[src/rtl/pipe_pkg.sv]
// Shared pipeline definitions: widths, ALU opcodes and the OF/EX latch bundle.
package pipe_pkg;

  localparam int DATA_W   = 32;
  localparam int REG_AW   = 4;
  localparam int ALU_OP_W = 5;

  localparam logic [ALU_OP_W-1:0] ALU_ADD = 5'b00000;
  localparam logic [ALU_OP_W-1:0] ALU_SUB = 5'b00001;
  localparam logic [ALU_OP_W-1:0] ALU_MUL = 5'b00010;
  localparam logic [ALU_OP_W-1:0] ALU_DIV = 5'b00011;
  localparam logic [ALU_OP_W-1:0] ALU_MOD = 5'b00100;
  localparam logic [ALU_OP_W-1:0] ALU_CMP = 5'b00101;
  localparam logic [ALU_OP_W-1:0] ALU_AND = 5'b00110;
  localparam logic [ALU_OP_W-1:0] ALU_OR  = 5'b00111;
  localparam logic [ALU_OP_W-1:0] ALU_NOT = 5'b01000;
  localparam logic [ALU_OP_W-1:0] ALU_MOV = 5'b01001;
  localparam logic [ALU_OP_W-1:0] ALU_LSL = 5'b01010;
  localparam logic [ALU_OP_W-1:0] ALU_LSR = 5'b01011;
  localparam logic [ALU_OP_W-1:0] ALU_ASR = 5'b01100;
  localparam logic [ALU_OP_W-1:0] ALU_NOP = 5'b01101;
  localparam logic [ALU_OP_W-1:0] ALU_LD  = 5'b01110;
  localparam logic [ALU_OP_W-1:0] ALU_ST  = 5'b01111;

  typedef struct packed {
    logic                valid;
    logic [DATA_W-1:0]   pc;
    logic [ALU_OP_W-1:0] alusignals;
    logic                is_imm;
    logic [DATA_W-1:0]   imm;
    logic [REG_AW-1:0]   rs1;
    logic [REG_AW-1:0]   rs2;
    logic                use_rs1;
    logic                use_rs2;
    logic [DATA_W-1:0]   op1;
    logic [DATA_W-1:0]   op2;
    logic [REG_AW-1:0]   rd;
    logic                wb_en;
    logic                is_load;
    logic                is_store;
  } of_ex_t;

  // Empty latch: everything zero except the opcode, which idles as NOP.
  function automatic of_ex_t of_ex_empty();
    of_ex_t e;
    e            = '0;
    e.alusignals = ALU_NOP;
    return e;
  endfunction

endpackage

[src/rtl/of_ex_stage_if.sv]
// Bundle of OF-side inputs, MA/RW status and EX-side outputs of the OF/EX stage.
interface of_ex_stage_if;
  import pipe_pkg::*;

  logic                of_valid;
  logic [DATA_W-1:0]   of_pc;
  logic [ALU_OP_W-1:0] of_alusignals;
  logic                of_is_imm;
  logic [DATA_W-1:0]   of_imm;
  logic [REG_AW-1:0]   of_rs1;
  logic [REG_AW-1:0]   of_rs2;
  logic                of_use_rs1;
  logic                of_use_rs2;
  logic [DATA_W-1:0]   of_op1;
  logic [DATA_W-1:0]   of_op2;
  logic [REG_AW-1:0]   of_rd;
  logic                of_wb_en;
  logic                of_is_load;
  logic                of_is_store;
  logic                ma_valid;
  logic                ma_wb_en;
  logic                ma_is_load;
  logic [REG_AW-1:0]   ma_rd;
  logic [DATA_W-1:0]   ma_result;
  logic                rw_valid;
  logic                rw_wb_en;
  logic [REG_AW-1:0]   rw_rd;
  logic [DATA_W-1:0]   rw_result;
  logic                flush;
  logic                stall_of;
  logic                ex_valid;
  logic [DATA_W-1:0]   ex_pc;
  logic [DATA_W-1:0]   ex_a;
  logic [DATA_W-1:0]   ex_b;
  logic [ALU_OP_W-1:0] ex_alusignals;
  logic [DATA_W-1:0]   ex_store_data;
  logic [REG_AW-1:0]   ex_rd;
  logic                ex_wb_en;
  logic                ex_is_load;
  logic                ex_is_store;

  modport master (
    output of_valid, of_pc, of_alusignals, of_is_imm, of_imm, of_rs1, of_rs2,
           of_use_rs1, of_use_rs2, of_op1, of_op2, of_rd, of_wb_en, of_is_load,
           of_is_store, ma_valid, ma_wb_en, ma_is_load, ma_rd, ma_result,
           rw_valid, rw_wb_en, rw_rd, rw_result, flush,
    input  stall_of, ex_valid, ex_pc, ex_a, ex_b, ex_alusignals, ex_store_data,
           ex_rd, ex_wb_en, ex_is_load, ex_is_store
  );

  modport slave (
    input  of_valid, of_pc, of_alusignals, of_is_imm, of_imm, of_rs1, of_rs2,
           of_use_rs1, of_use_rs2, of_op1, of_op2, of_rd, of_wb_en, of_is_load,
           of_is_store, ma_valid, ma_wb_en, ma_is_load, ma_rd, ma_result,
           rw_valid, rw_wb_en, rw_rd, rw_result, flush,
    output stall_of, ex_valid, ex_pc, ex_a, ex_b, ex_alusignals, ex_store_data,
           ex_rd, ex_wb_en, ex_is_load, ex_is_store
  );

endinterface

[src/rtl/of_ex_stage_fwd_mux.sv]
// Operand forwarding selector: MA result beats RW result beats the latched register value.
module fwd_mux
  import pipe_pkg::*;
(
  input  logic [REG_AW-1:0] rs,
  input  logic              use_rs,
  input  logic [DATA_W-1:0] reg_val,
  input  logic              ma_valid,
  input  logic              ma_wb_en,
  input  logic              ma_is_load,
  input  logic [REG_AW-1:0] ma_rd,
  input  logic [DATA_W-1:0] ma_result,
  input  logic              rw_valid,
  input  logic              rw_wb_en,
  input  logic [REG_AW-1:0] rw_rd,
  input  logic [DATA_W-1:0] rw_result,
  output logic [DATA_W-1:0] fwd_val
);

  logic ma_hit;
  logic rw_hit;

  // A load in MA has no data yet, so only RW can supply its value.
  always_comb begin
    ma_hit = use_rs & ma_valid & ma_wb_en & ~ma_is_load & (ma_rd == rs);
    rw_hit = use_rs & rw_valid & rw_wb_en & (rw_rd == rs);
    if (ma_hit) begin
      fwd_val = ma_result;
    end else if (rw_hit) begin
      fwd_val = rw_result;
    end else begin
      fwd_val = reg_val;
    end
  end

endmodule

[src/rtl/of_ex_stage.sv]
// OF/EX pipeline latch with load-use interlock and MA/RW operand forwarding.
module of_ex_stage
  import pipe_pkg::*;
(
  input  logic          clk,
  input  logic          rst,
  of_ex_stage_if.slave  bus
);

  of_ex_t of_s;
  of_ex_t ex_d;
  of_ex_t ex_q;
  logic   stall_s;
  logic [DATA_W-1:0] fwd1_s;
  logic [DATA_W-1:0] fwd2_s;

  always_comb begin
    of_s.valid      = bus.of_valid;
    of_s.pc         = bus.of_pc;
    of_s.alusignals = bus.of_alusignals;
    of_s.is_imm     = bus.of_is_imm;
    of_s.imm        = bus.of_imm;
    of_s.rs1        = bus.of_rs1;
    of_s.rs2        = bus.of_rs2;
    of_s.use_rs1    = bus.of_use_rs1;
    of_s.use_rs2    = bus.of_use_rs2;
    of_s.op1        = bus.of_op1;
    of_s.op2        = bus.of_op2;
    of_s.rd         = bus.of_rd;
    of_s.wb_en      = bus.of_wb_en;
    of_s.is_load    = bus.of_is_load;
    of_s.is_store   = bus.of_is_store;
  end

  // A load in EX blocks a dependent OF instruction for the one cycle before its data reaches RW.
  always_comb begin
    stall_s = ex_q.valid & ex_q.is_load & ex_q.wb_en & bus.of_valid &
              ((bus.of_use_rs1 & (bus.of_rs1 == ex_q.rd)) |
               (bus.of_use_rs2 & (bus.of_rs2 == ex_q.rd))) &
              ~bus.flush;
  end

  always_comb begin
    ex_d = ex_q;
    if (bus.flush || stall_s) begin
      ex_d.valid      = 1'b0;
      ex_d.wb_en      = 1'b0;
      ex_d.is_load    = 1'b0;
      ex_d.is_store   = 1'b0;
      ex_d.alusignals = ALU_NOP;
    end else begin
      ex_d = of_s;
    end
  end

  always_ff @(posedge clk) begin
    if (rst) begin
      ex_q <= of_ex_empty();
    end else begin
      ex_q <= ex_d;
    end
  end

  fwd_mux u_fwd1 (
    .rs        (ex_q.rs1),
    .use_rs    (ex_q.use_rs1),
    .reg_val   (ex_q.op1),
    .ma_valid  (bus.ma_valid),
    .ma_wb_en  (bus.ma_wb_en),
    .ma_is_load(bus.ma_is_load),
    .ma_rd     (bus.ma_rd),
    .ma_result (bus.ma_result),
    .rw_valid  (bus.rw_valid),
    .rw_wb_en  (bus.rw_wb_en),
    .rw_rd     (bus.rw_rd),
    .rw_result (bus.rw_result),
    .fwd_val   (fwd1_s)
  );

  // Operand 2 also carries the store value, so it forwards regardless of is_imm.
  fwd_mux u_fwd2 (
    .rs        (ex_q.rs2),
    .use_rs    (ex_q.use_rs2),
    .reg_val   (ex_q.op2),
    .ma_valid  (bus.ma_valid),
    .ma_wb_en  (bus.ma_wb_en),
    .ma_is_load(bus.ma_is_load),
    .ma_rd     (bus.ma_rd),
    .ma_result (bus.ma_result),
    .rw_valid  (bus.rw_valid),
    .rw_wb_en  (bus.rw_wb_en),
    .rw_rd     (bus.rw_rd),
    .rw_result (bus.rw_result),
    .fwd_val   (fwd2_s)
  );

  assign bus.stall_of      = stall_s;
  assign bus.ex_valid      = ex_q.valid;
  assign bus.ex_pc         = ex_q.pc;
  assign bus.ex_a          = fwd1_s;
  assign bus.ex_b          = ex_q.is_imm ? ex_q.imm : fwd2_s;
  assign bus.ex_alusignals = ex_q.alusignals;
  assign bus.ex_store_data = fwd2_s;
  assign bus.ex_rd         = ex_q.rd;
  assign bus.ex_wb_en      = ex_q.wb_en;
  assign bus.ex_is_load    = ex_q.is_load;
  assign bus.ex_is_store   = ex_q.is_store;

endmodule

[src/flat_wrapper.sv]
// flat-port wrapper written by rule: the top's interface ports become plain ports
module of_ex_stage_flat import pipe_pkg::*;
  (clk, rst, bus_of_valid, bus_of_pc, bus_of_alusignals, bus_of_is_imm, bus_of_imm, bus_of_rs1, bus_of_rs2, bus_of_use_rs1, bus_of_use_rs2, bus_of_op1, bus_of_op2, bus_of_rd, bus_of_wb_en, bus_of_is_load, bus_of_is_store, bus_ma_valid, bus_ma_wb_en, bus_ma_is_load, bus_ma_rd, bus_ma_result, bus_rw_valid, bus_rw_wb_en, bus_rw_rd, bus_rw_result, bus_flush, bus_stall_of, bus_ex_valid, bus_ex_pc, bus_ex_a, bus_ex_b, bus_ex_alusignals, bus_ex_store_data, bus_ex_rd, bus_ex_wb_en, bus_ex_is_load, bus_ex_is_store);
  of_ex_stage_if bus_i ();
  input  logic clk;
  input  logic rst;
  input wire logic [$bits(bus_i.of_valid)-1:0] bus_of_valid;
  input wire logic [$bits(bus_i.of_pc)-1:0] bus_of_pc;
  input wire logic [$bits(bus_i.of_alusignals)-1:0] bus_of_alusignals;
  input wire logic [$bits(bus_i.of_is_imm)-1:0] bus_of_is_imm;
  input wire logic [$bits(bus_i.of_imm)-1:0] bus_of_imm;
  input wire logic [$bits(bus_i.of_rs1)-1:0] bus_of_rs1;
  input wire logic [$bits(bus_i.of_rs2)-1:0] bus_of_rs2;
  input wire logic [$bits(bus_i.of_use_rs1)-1:0] bus_of_use_rs1;
  input wire logic [$bits(bus_i.of_use_rs2)-1:0] bus_of_use_rs2;
  input wire logic [$bits(bus_i.of_op1)-1:0] bus_of_op1;
  input wire logic [$bits(bus_i.of_op2)-1:0] bus_of_op2;
  input wire logic [$bits(bus_i.of_rd)-1:0] bus_of_rd;
  input wire logic [$bits(bus_i.of_wb_en)-1:0] bus_of_wb_en;
  input wire logic [$bits(bus_i.of_is_load)-1:0] bus_of_is_load;
  input wire logic [$bits(bus_i.of_is_store)-1:0] bus_of_is_store;
  input wire logic [$bits(bus_i.ma_valid)-1:0] bus_ma_valid;
  input wire logic [$bits(bus_i.ma_wb_en)-1:0] bus_ma_wb_en;
  input wire logic [$bits(bus_i.ma_is_load)-1:0] bus_ma_is_load;
  input wire logic [$bits(bus_i.ma_rd)-1:0] bus_ma_rd;
  input wire logic [$bits(bus_i.ma_result)-1:0] bus_ma_result;
  input wire logic [$bits(bus_i.rw_valid)-1:0] bus_rw_valid;
  input wire logic [$bits(bus_i.rw_wb_en)-1:0] bus_rw_wb_en;
  input wire logic [$bits(bus_i.rw_rd)-1:0] bus_rw_rd;
  input wire logic [$bits(bus_i.rw_result)-1:0] bus_rw_result;
  input wire logic [$bits(bus_i.flush)-1:0] bus_flush;
  output wire logic [$bits(bus_i.stall_of)-1:0] bus_stall_of;
  output wire logic [$bits(bus_i.ex_valid)-1:0] bus_ex_valid;
  output wire logic [$bits(bus_i.ex_pc)-1:0] bus_ex_pc;
  output wire logic [$bits(bus_i.ex_a)-1:0] bus_ex_a;
  output wire logic [$bits(bus_i.ex_b)-1:0] bus_ex_b;
  output wire logic [$bits(bus_i.ex_alusignals)-1:0] bus_ex_alusignals;
  output wire logic [$bits(bus_i.ex_store_data)-1:0] bus_ex_store_data;
  output wire logic [$bits(bus_i.ex_rd)-1:0] bus_ex_rd;
  output wire logic [$bits(bus_i.ex_wb_en)-1:0] bus_ex_wb_en;
  output wire logic [$bits(bus_i.ex_is_load)-1:0] bus_ex_is_load;
  output wire logic [$bits(bus_i.ex_is_store)-1:0] bus_ex_is_store;
  assign bus_i.of_valid = bus_of_valid;
  assign bus_i.of_pc = bus_of_pc;
  assign bus_i.of_alusignals = bus_of_alusignals;
  assign bus_i.of_is_imm = bus_of_is_imm;
  assign bus_i.of_imm = bus_of_imm;
  assign bus_i.of_rs1 = bus_of_rs1;
  assign bus_i.of_rs2 = bus_of_rs2;
  assign bus_i.of_use_rs1 = bus_of_use_rs1;
  assign bus_i.of_use_rs2 = bus_of_use_rs2;
  assign bus_i.of_op1 = bus_of_op1;
  assign bus_i.of_op2 = bus_of_op2;
  assign bus_i.of_rd = bus_of_rd;
  assign bus_i.of_wb_en = bus_of_wb_en;
  assign bus_i.of_is_load = bus_of_is_load;
  assign bus_i.of_is_store = bus_of_is_store;
  assign bus_i.ma_valid = bus_ma_valid;
  assign bus_i.ma_wb_en = bus_ma_wb_en;
  assign bus_i.ma_is_load = bus_ma_is_load;
  assign bus_i.ma_rd = bus_ma_rd;
  assign bus_i.ma_result = bus_ma_result;
  assign bus_i.rw_valid = bus_rw_valid;
  assign bus_i.rw_wb_en = bus_rw_wb_en;
  assign bus_i.rw_rd = bus_rw_rd;
  assign bus_i.rw_result = bus_rw_result;
  assign bus_i.flush = bus_flush;
  assign bus_stall_of = bus_i.stall_of;
  assign bus_ex_valid = bus_i.ex_valid;
  assign bus_ex_pc = bus_i.ex_pc;
  assign bus_ex_a = bus_i.ex_a;
  assign bus_ex_b = bus_i.ex_b;
  assign bus_ex_alusignals = bus_i.ex_alusignals;
  assign bus_ex_store_data = bus_i.ex_store_data;
  assign bus_ex_rd = bus_i.ex_rd;
  assign bus_ex_wb_en = bus_i.ex_wb_en;
  assign bus_ex_is_load = bus_i.ex_is_load;
  assign bus_ex_is_store = bus_i.ex_is_store;
  of_ex_stage u_core (.clk(clk), .rst(rst), .bus(bus_i));
endmodule
[config.mk]
export PLATFORM = sky130hd
export DESIGN_NAME = of_ex_stage_flat
export DESIGN_NICKNAME = d
export VERILOG_FILES = /design/src/rtl/pipe_pkg.sv /design/src/rtl/of_ex_stage_if.sv /design/src/rtl/of_ex_stage_fwd_mux.sv /design/src/rtl/of_ex_stage.sv /design/src/flat_wrapper.sv
export SDC_FILE = /design/constraint.sdc
export NUM_CORES = 1
export LEC_CHECK = 0
export CAP_MARGIN = 20
export CORE_MARGIN = 2
export CORE_UTILIZATION = 30
export DETAILED_ROUTE_END_ITERATION = 10
export MAX_ROUTING_LAYER = met4
export SKIP_CTS_REPAIR_TIMING = 1
export SLEW_MARGIN = 20
export SYNTH_ARGS = -nofsm -noshare
export SYNTH_HDL_FRONTEND = slang
export SYNTH_SLANG_ARGS = --single-unit
[constraint.sdc]
create_clock -name clk -period 4.52 [get_ports clk]
set_clock_uncertainty 0.15 [all_clocks]
set_input_delay 1.356 -clock clk [delete_from_list [all_inputs] [get_ports clk]]
set_output_delay 1.356 -clock clk [all_outputs]
set_load 0.05 [all_outputs]
* Word-level counts from Yosys, hierarchy flattened
Index checks and enable logic that the tools add are counted.
** Storage, ports and cells
- Register bits after elaboration :: 152
- Bits of input ports :: 232
- Output and inout bits :: 142
- Logic and storage cells :: 52
** Cells by class
- Bitwise operators :: 24
- Equal/unequal tests :: 6
- Reductions and logical operators :: 2
- Multiplexer cells :: 5
** Operators with widths (count)
- $mux 32 :: 5
- $eq 4x4->1 :: 6
- $and 1x1->1 :: 21
- $not 1->1 :: 2
- $reduce_or 2->1 :: 1
- $logic_or 1x1->1 :: 1
- $or 1x1->1 :: 1

* Longest topological paths before layout
Gate-level depths: netlist (run 1).
- Depth after elaboration :: 7
- Gate-level depth with buffers :: 8
- Mapped depth without buffers :: 5

* Cells and area by module
From an unflattened synthesis (run 1), not the netlist that was laid out.
** Unflattened totals
- Cells, all modules :: 1069
- Area total of the unflattened synthesis :: 9670.5 um^2
** By module, submodules not included
- of_ex_stage :: area an instance 7375.8 um^2, cells each 731, instances 1, sequential area each 3042.9 um^2
- fwd_mux :: area an instance 1147.4 um^2, cells each 169, instances 2, sequential area each 0.0 um^2

* Worst setup path after synthesis (run 1)
OpenSTA, ideal clock, no wires.
- Path kind :: input to output
- From :: in bus_ma_is_load
- To :: out bus_ex_b[0]
- Slack :: -0.814 ns
- Arrival time :: 3.828 ns
- Path buffers :: 2
- Data required time :: 3.014 ns
- Cell stages on the path :: 7
- Cell sequence :: nand3b_1 or4_1 clkbuf_1 or2_1 buf_6 a31oi_1 mux2_2
** On the way
- Cells in the longest elaborated chain, start to end :: 5
** Ends and longest elaborated chain
- from (decl) :: line flat_wrapper.sv:24 : input wire logic [$bits(bus_i.ma_is_load)-1:0] bus_ma_is_load;
- $not 1->1 :: line of_ex_stage_fwd_mux.sv:25 : ma_hit = use_rs & ma_valid & ma_wb_en & ~ma_is_load & (ma_rd == rs);
- $and 1x1->1 (2 in a row) :: line of_ex_stage_fwd_mux.sv:25
- $mux 32 :: line of_ex_stage_fwd_mux.sv:27 : if (ma_hit) begin
- net bus_ex_store_data[0] :: line flat_wrapper.sv:38 : output wire logic [$bits(bus_i.ex_store_data)-1:0] bus_ex_store_data;
- $mux 32 :: line of_ex_stage.sv:101 : assign bus.ex_b = ex_q.is_imm ? ex_q.imm : fwd2_s;
- to (decl) :: line flat_wrapper.sv:36 : output wire logic [$bits(bus_i.ex_b)-1:0] bus_ex_b;
The timed path passes the listed nets, and every way through them passes these cells.

* Worst setup path after layout (run 1)
- From :: in bus_ma_rd[3]
- To :: out bus_ex_b[24]
** On the way
- Cells in the longest elaborated chain, start to end :: 4
** Ends and longest elaborated chain
- from (decl) :: line flat_wrapper.sv:25 : input wire logic [$bits(bus_i.ma_rd)-1:0] bus_ma_rd;
- $eq 4x4->1 :: line of_ex_stage_fwd_mux.sv:25
- $and 1x1->1 :: line of_ex_stage_fwd_mux.sv:25
- $mux 32 :: line of_ex_stage_fwd_mux.sv:27
- $mux 32 :: line of_ex_stage.sv:101
No other way between the ends.

==> results of run 1 <==
-- routing by layer --
| metal | vias to the layer above | wire [µm] |
|---|---|---|
| met4 | 0 | 660 |
| met2 | 251 | 17360 |
| li1 | 4241 | - |
| met3 | 35 | 2311 |
| met5 | - | 0 |
| met1 | 4026 | 14780 |
-- registers in the layout (all words and copies together), names as in the netlist --
register / flops
u_core.bus.ex_alusignals: 5
u_core.bus.ex_is_load: 1
u_core.bus.ex_is_store: 1
u_core.bus.ex_pc: 32
u_core.bus.ex_rd: 4
u_core.bus.ex_valid: 1
u_core.bus.ex_wb_en: 1
u_core.ex_q: 107
-- synth_stat cells (all sizes together) --
| cell | number |
|---|---|
| o21ai | 64 |
| nor2b | 1 |
| nand3 | 34 |
| nor4 | 1 |
| nor3 | 34 |
| nand2b | 289 |
| and4 | 1 |
| mux2 | 32 |
| or4 | 1 |
| xnor2 | 15 |
| nor4b | 1 |
| nand4 | 3 |
| and3 | 3 |
| buf | 64 |
| nand3b | 1 |
| xor2 | 9 |
| or2 | 1 |
| nand2 | 35 |
| mux2i | 175 |
| dfxtp | 152 |
| a31oi | 32 |
| nor2 | 1 |
| and2 | 6 |
| o22ai | 1 |
| clkbuf | 63 |
-- final cells by class --
cell class	instances	area [µm²]
Fill cell	2665	13650
Clock buffer	17	425.4
Antenna cell	6	15.01
Multi-Input combinational cell	740	6213
Sequential cell	152	3044
Tap cell	396	495.5
Clock inverter	15	163.9
Timing Repair Buffer	514	6339
-- critical path, delay by kind of cell --
| family | cells | cell delay, ns |
|---|---|---|
| buffers and inverters | 3 | 0.44 |
| AOI/OAI and AO/OA | 1 | 0.17 |
| and+or+nand+nor | 2 | 1.02 |
| xor gates and xnor gates | 1 | 0.13 |
| muxes | 1 | 0.19 |
-- layout by cell type (no fill, tap or decap), types with 27 or more instances in the layout --
master / instances
nand3_1: 32
o21ai_2: 28
a31oi_4: 32
buf_12: 114
o21ai_0: 29
buf_4: 77
buf_6: 36
clkdlybuf4s50_1: 262
nand2b_1: 289
dfxtp_1: 151
mux2_4: 32
clkbuf_16: 27
mux2i_1: 174
nand2_1: 34
-- kinds of logic (layout without fill, tap and decap cells) --
logic type,Yosys count,in the layout,share of synthesized area (%)
AO/OA/AOI/OAI,97,97,7.792
XOR/XNOR,24,24,2.293
buffers and inverters,127,546,7.410
flip-flops,152,152,33.19
multiplexers,207,207,23.03
other,0,6,0
AND/OR/NAND/NOR,412,412,26.28
-- where the power goes --
part | switching (mW) | total [mW] | internal, mW | leakage (nW)
combinational | 0.645 | 1.37 | 0.726 | 5.29
clock | 0.686 | 1.47 | 0.785 | 0.288
sequential | 0.0560 | 1.48 | 1.42 | 1.26
-- path summary, 6_finish.rpt --
kind	start	end	slack (ns)
setup / recovery	bus_ma_rd[3]	bus_ex_b[24]	-0.32
hold / removal	u_core.bus.ex_pc[18]	u_core.bus.ex_pc[18]	0.32
hold reg to reg	u_core.bus.ex_pc[18]	u_core.bus.ex_pc[18]	0.32
setup reg to reg	u_core.bus.ex_rd[3]	u_core.ex_q[93]	2.32
==> metrics, run 1 <==
pin count of the biggest net entering global routing=178; die area=31980 µm²; Worst setup EP type=primary output; Syn Inst Count=1019; failing checks=negative setup slack; Ys Warns=0; Area Growth Syn to Fin=82.10%; global-route usage over all layers=20.70%; Critical Path Start Type=primary input; RSZ-0062 raised after global routing=yes; relative slew slack=37.34%; Max Buffers Root-to-Sink=2; maximum VDD drop=0.2180 mV; Die Wd=178.8 µm; Num CTS Buffers=17; Ports=374; maxcap violations=0; CTS Sinks=152; drt first pass iters=4; FF-to-FF path depth=7; final max-slew violation count=0; Initial DRC Count=312; Die Y=178.8 µm; Synth cell types=30; # H-tree levels=4; hold path depth=2; Starting Density=30.21%; CTS tree=done; Worst EP required=3.01 ns; antenna violations before repair=4; clock period minus final worst setup slack=4.839 ns; final core utilization=55.01%; TNS Setup=-16.60 ns; clk slew on worst S/H paths=0.07 ns; Post-Place Cells=1779; leak pwr=6.834 nW; CP Max Fanout=8; PortBufs=373; Root Buffer=clkbuf_16; syn_area_per_cell=8.998 µm²; final hold vios=0; Yosys top cell by area=dfxtp_1; status=finished with violations; vias per inst=4.648; clk_lat worst skew=0.42 ns; drt drc=0; Finished Layout Cells=1840; dpl ws=-0.8036 ns; Final Power=4.319 mW; register area share after synthesis=33.19%; vias in the first global route=8660; antenna viol nets, final=0; Final nets=1657; M1 GR Usage=24.86%; Critical Path AT=3.33 ns; detail-routed net length per standard cell=19.08 µm; Setup CP Type=in -> out; GP Congestion=0.7947; Core ar.=30350 µm²; worst setup margin=-0.3190 ns; HPWL Detailed=23.82 mm; num rows=64; Crit path largest cell delay=0.66 ns; GR Overflow Total=0; register bit count reported by yosys=152; first-pass GRT wire length=49.14 mm; FMAX=206.7 MHz; Least-Margin Pin Slew=0.9399 ns; M2 GR Usage=34.34%; placed cell areas=15360 µm²; Final Setup Violations=64; layout cells sized above 1=28.37%; crit path cell chain=buf_6 > xor2_1 > or4_4 > or2_4 > clkbuf_16 > a31oi_4 > mux2_4 > buf_12; vias=8553; post-route design area=16700 µm²; Routed WL=35.11 mm; Synth Net Count=1251; Post-Syn Area=9169 µm²; GRT busiest layer=met2; WHS=0.3202 ns; top cell type's share of synthesized area=33.19%; CP max stage cell=or4_4; top cells by area, synth=dfxtp_1 33%, nand2b_1 20%, mux2i_1 19%; PwrDens=258.7 nW/µm²; crit share post-route=107.1%; grt met3 use=4.813%; worst hold path class=reg -> reg
Note: power is estimated with default switching activity, not from simulation.
==> run 2: changes to the inputs <==
--- a/config.mk
+++ b/config.mk
@@ -5,7 +5,7 @@
 export SDC_FILE = /design/constraint.sdc
 export NUM_CORES = 1
 export LEC_CHECK = 0
-export CAP_MARGIN = 20
+export ABC_AREA = 1
 export CORE_MARGIN = 2
 export CORE_UTILIZATION = 30
 export DETAILED_ROUTE_END_ITERATION = 10
==> run 2 against run 1 <==
Effect of this change: the run now ends clean; utilization fell by 8.6 points; sequential power barely moved; routed wire length rose by 9.0%; die area rose by 3.1%; clock power barely moved; worst setup slack improved by 0.41 ns; global-route usage rose by 1.7 points; sequential cell count did not move; synthesized area rose by 3.1%; count of clock-buffer cells in the layout did not move; cell area fell by 13%; combinational power fell by 5%.
==> metrics, run 2 <==
count leader, synth=nand2_1 (was nand2b_1); drt first pass iters=7 (was 4); commonest non-fill, non-tap cell in the layout=nand2_1 (was nand2b_1); mux cell area share after synthesis=0% (was 23.03%); most frequent cells after synthesis=338 x nand2_1, 215 x nand3_1, 191 x inv_1 (was 289 x nand2b_1, 175 x mux2i_1, 152 x dfxtp_1); Synth Area in Adders=0% (unchanged); CP max stage cell=clkbuf_16 (was or4_4); FMAX=225.7 MHz (was 206.7 MHz); # H-tree levels=4 (unchanged); Top FF cell, synth=dfxtp_1 (unchanged); syn_area_per_cell=6.104 µm² (was 8.998 µm²); die area=32950 µm² (was 31980 µm²); final max-slew violation count=0 (unchanged); clk_lat worst skew=0.44 ns (was 0.42 ns); Die Y=181.5 µm (was 178.8 µm); vias=10655 (was 8553); Root Buffer=clkbuf_16 (unchanged); top cells by area, synth=dfxtp_1 32%, nand2_1 13%, nand3_1 11% (was dfxtp_1 33%, nand2b_1 20%, mux2i_1 19%); Top reg by flops=u_core.ex_q (unchanged); global-route usage over all layers=22.42% (was 20.70%); Final Power=4.257 mW (was 4.319 mW); maximum VDD drop=0.2260 mV (was 0.2180 mV); reg2reg start=u_core.bus.ex_rd[3] (unchanged); antenna violations before repair=4 (unchanged); hold path depth=2 (unchanged); Synth Net Count=1781 (was 1251); Num CTS Buffers=17 (unchanged); Yosys top cell by area=dfxtp_1 (unchanged); Initial DRC Count=774 (was 312); worst setup margin=0.08848 ns (was -0.3190 ns); Crit path largest cell delay=0.27 ns (was 0.66 ns); CP Max Fanout=27 (was 8); post-route design area=14540 µm² (was 16700 µm²); layout cells sized above 1=12.49% (was 28.37%); fraction of registers with async set or reset after synthesis=0% (unchanged); num rows=65 (was 64); Worst EP required=3.01 ns (about the same); final hold vios=0 (unchanged); crit share post-route=98.04% (was 107.1%); clk slew on worst S/H paths=0.06 ns (was 0.07 ns); detail-routed net length per standard cell=17.03 µm (was 19.08 µm); pin count of the biggest net entering global routing=196 (was 178); register area share after synthesis=32.18% (was 33.19%); post-synthesis compound-gate area fraction=11.35% (was 7.792%); Largest register FFs=107 (unchanged); FF-to-FF path depth=11 (was 7); worst hold path class=reg -> reg (unchanged); Die Wd=181.5 µm (was 178.8 µm); dpl ws=-0.2975 ns (was -0.8036 ns); Routed WL=38.26 mm (was 35.11 mm); Ys Warns=0 (unchanged); GP Congestion=0.9104 (was 0.7947); placed cell areas=13350 µm² (was 15360 µm²); capture point of the worst reg-to-reg path=u_core.ex_q[47] (was u_core.ex_q[93]); Critical Path Start Type=primary input (unchanged); Simple-Gate Fraction of Synth Area=38.39% (was 26.28%); Max Buffers Root-to-Sink=2 (unchanged); Syn Inst Count=1549 (was 1019); Critical Path AT=2.93 ns (was 3.33 ns); Ports=374 (unchanged); leak pwr=7.126 nW (was 6.834 nW); CTS Sinks=152 (unchanged); largest family of logic cells by synthesized area=simple AND/OR/NAND/NOR gates (unchanged); maxcap violations=0 (unchanged); clock period minus final worst setup slack=4.432 ns (was 4.839 ns); HPWL Detailed=27.06 mm (was 23.82 mm); relative slew slack=40.87% (was 37.34%); most frequent cells in the layout=330 x nand2_1, 263 x clkdlybuf4s50_1, 193 x nand3_1, 190 x inv_1, 161 x nor2_1 (was 289 x nand2b_1, 262 x clkdlybuf4s50_1, 174 x mux2i_1, 151 x dfxtp_1, 114 x buf_12); drt drc=0 (unchanged); GR Overflow Total=0 (unchanged); Core ar.=31310 µm² (was 30350 µm²); PwrDens=292.7 nW/µm² (was 258.7 nW/µm²); Least-Margin Pin Slew=0.8869 ns (was 0.9399 ns); CTS tree=done (unchanged); Final nets=2061 (was 1657); top cell type's share of synthesized area=32.18% (was 33.19%); Post-synth EDFFs=0 (unchanged); crit path cell chain=dlymetal6s2s_1 > inv_1 > nor2_1 > nor3_2 > nand3_4 > clkbuf_16 > or2_1 > and2_1 > buf_4 (was buf_6 > xor2_1 > or4_4 > or2_4 > clkbuf_16 > a31oi_4 > mux2_4 > buf_12); Starting Density=30.20% (was 30.21%); PortBufs=373 (unchanged); antenna viol nets, final=0 (unchanged); Area Growth Syn to Fin=53.80% (was 82.10%); Post-Syn Area=9455 µm² (was 9169 µm²); vias in the first global route=9742 (was 8660); Setup CP Type=in -> out (unchanged); register bit count reported by yosys=152 (unchanged); vias per inst=4.742 (was 4.648); status=completed (was finished with violations); Worst setup EP type=primary output (unchanged); Final Setup Violations=0 (was 64); WHS Endpoint=u_core.ex_q[35] (was u_core.bus.ex_pc[18]); first-pass GRT wire length=56.15 mm (was 49.14 mm); Synth cell types=28 (was 30); R2R Setup Slk=1.94 ns (was 2.32 ns); Post-Synth XOR/XNOR Area=0.6484% (was 2.293%); Hold Startpoint=u_core.ex_q[35] (was u_core.bus.ex_pc[18])
run 2: cell count changes in the layout (fill, tap and decap cells not counted), moves of 28 or more:
cell / previous run / this run
nand4_1: 3 / 32
buf_12: 114 / 42
a31oi_4: 32 / 0
o21ai_1: 3 / 34
nand2_1: 34 / 330
mux2_4: 32 / 0
mux2i_1: 174 / 0
nor2_1: 0 / 161
a21oi_1: 0 / 144
inv_1: 0 / 190
nand3_1: 32 / 193
o21ai_2: 28 / 0
nand2b_1: 289 / 0
run 2: layout make-up:
type                    instances  area (µm²)
well taps                     402       503.0
clock buffers                  17       425.4
multi-input cells            1043        5007
inverters                     199       757.0
clock inverters                14       162.7
diodes                          4       10.01
flip-flops and latches        152        3043
fillers                      3251       16770
repair buffers                416        4634
run 2: metrics by stage:
step	util, %	hold slack [ns]	instances	TNS (ns)
finish	46.45	0.3275	2247	0
global route	46.45	0.3455	2247	-0.003549
CTS	44.52	0.3340	2232	-11.67
detailed placement	42.64	0.3181	2201	-11.33
global placement	42.64	0.3090	2201	-11.87
floorplan	-	0.3016	1549	0
run 2: worst max-delay path, delay by kind of cell:
| kind | cells | cell delay [ns] |
|---|---|---|
| AND/OR/NAND/NOR | 5 | 0.91 |
| buffers and inverters | 4 | 0.65 |
run 2: cell families after synthesis:
family,Yosys count
XOR/XNOR,7
buffers and inverters,354
AO/OA/AOI/OAI,214
flip-flops,152
AND/OR/NAND/NOR,822
run 2: metal layers:
| metal | GRT usage [%] | part of all wire, % | vias to the layer above |
|---|---|---|---|
| li1 | - | - | 5400 |
| met1 | 30.36 | 46 | 4894 |
| met2 | 33.70 | 45 | 329 |
| met3 | 5.034 | 6.5 | 32 |
| met4 | 5.756 | 1.7 | 0 |
| met5 | - | 0 | - |
run 2: worst max-delay path by stage:
stage	startpoint	to	slack, ns	depth (start not counted)
6_report	bus_ma_rd[0]	bus_ex_store_data[24]	0.09	9
2_1_floorplan	bus_rw_rd[3]	bus_ex_a[10]	0.16	8
3_3_place_gp	bus_rw_rd[3]	bus_ex_b[0]	-0.34	12
3_5_place_dp	bus_rw_rd[3]	bus_ex_b[0]	-0.30	12
5_1_grt	bus_ma_is_load	bus_ex_store_data[24]	-0.004	8
4_1_cts	bus_rw_rd[3]	bus_ex_b[0]	-0.31	12
run 2: power by group:
part | internal [mW] | total (mW) | switching (mW)
Combinational | 0.550 | 1.30 | 0.748
Clock | 0.826 | 1.47 | 0.645
Sequential | 1.43 | 1.49 | 0.0567
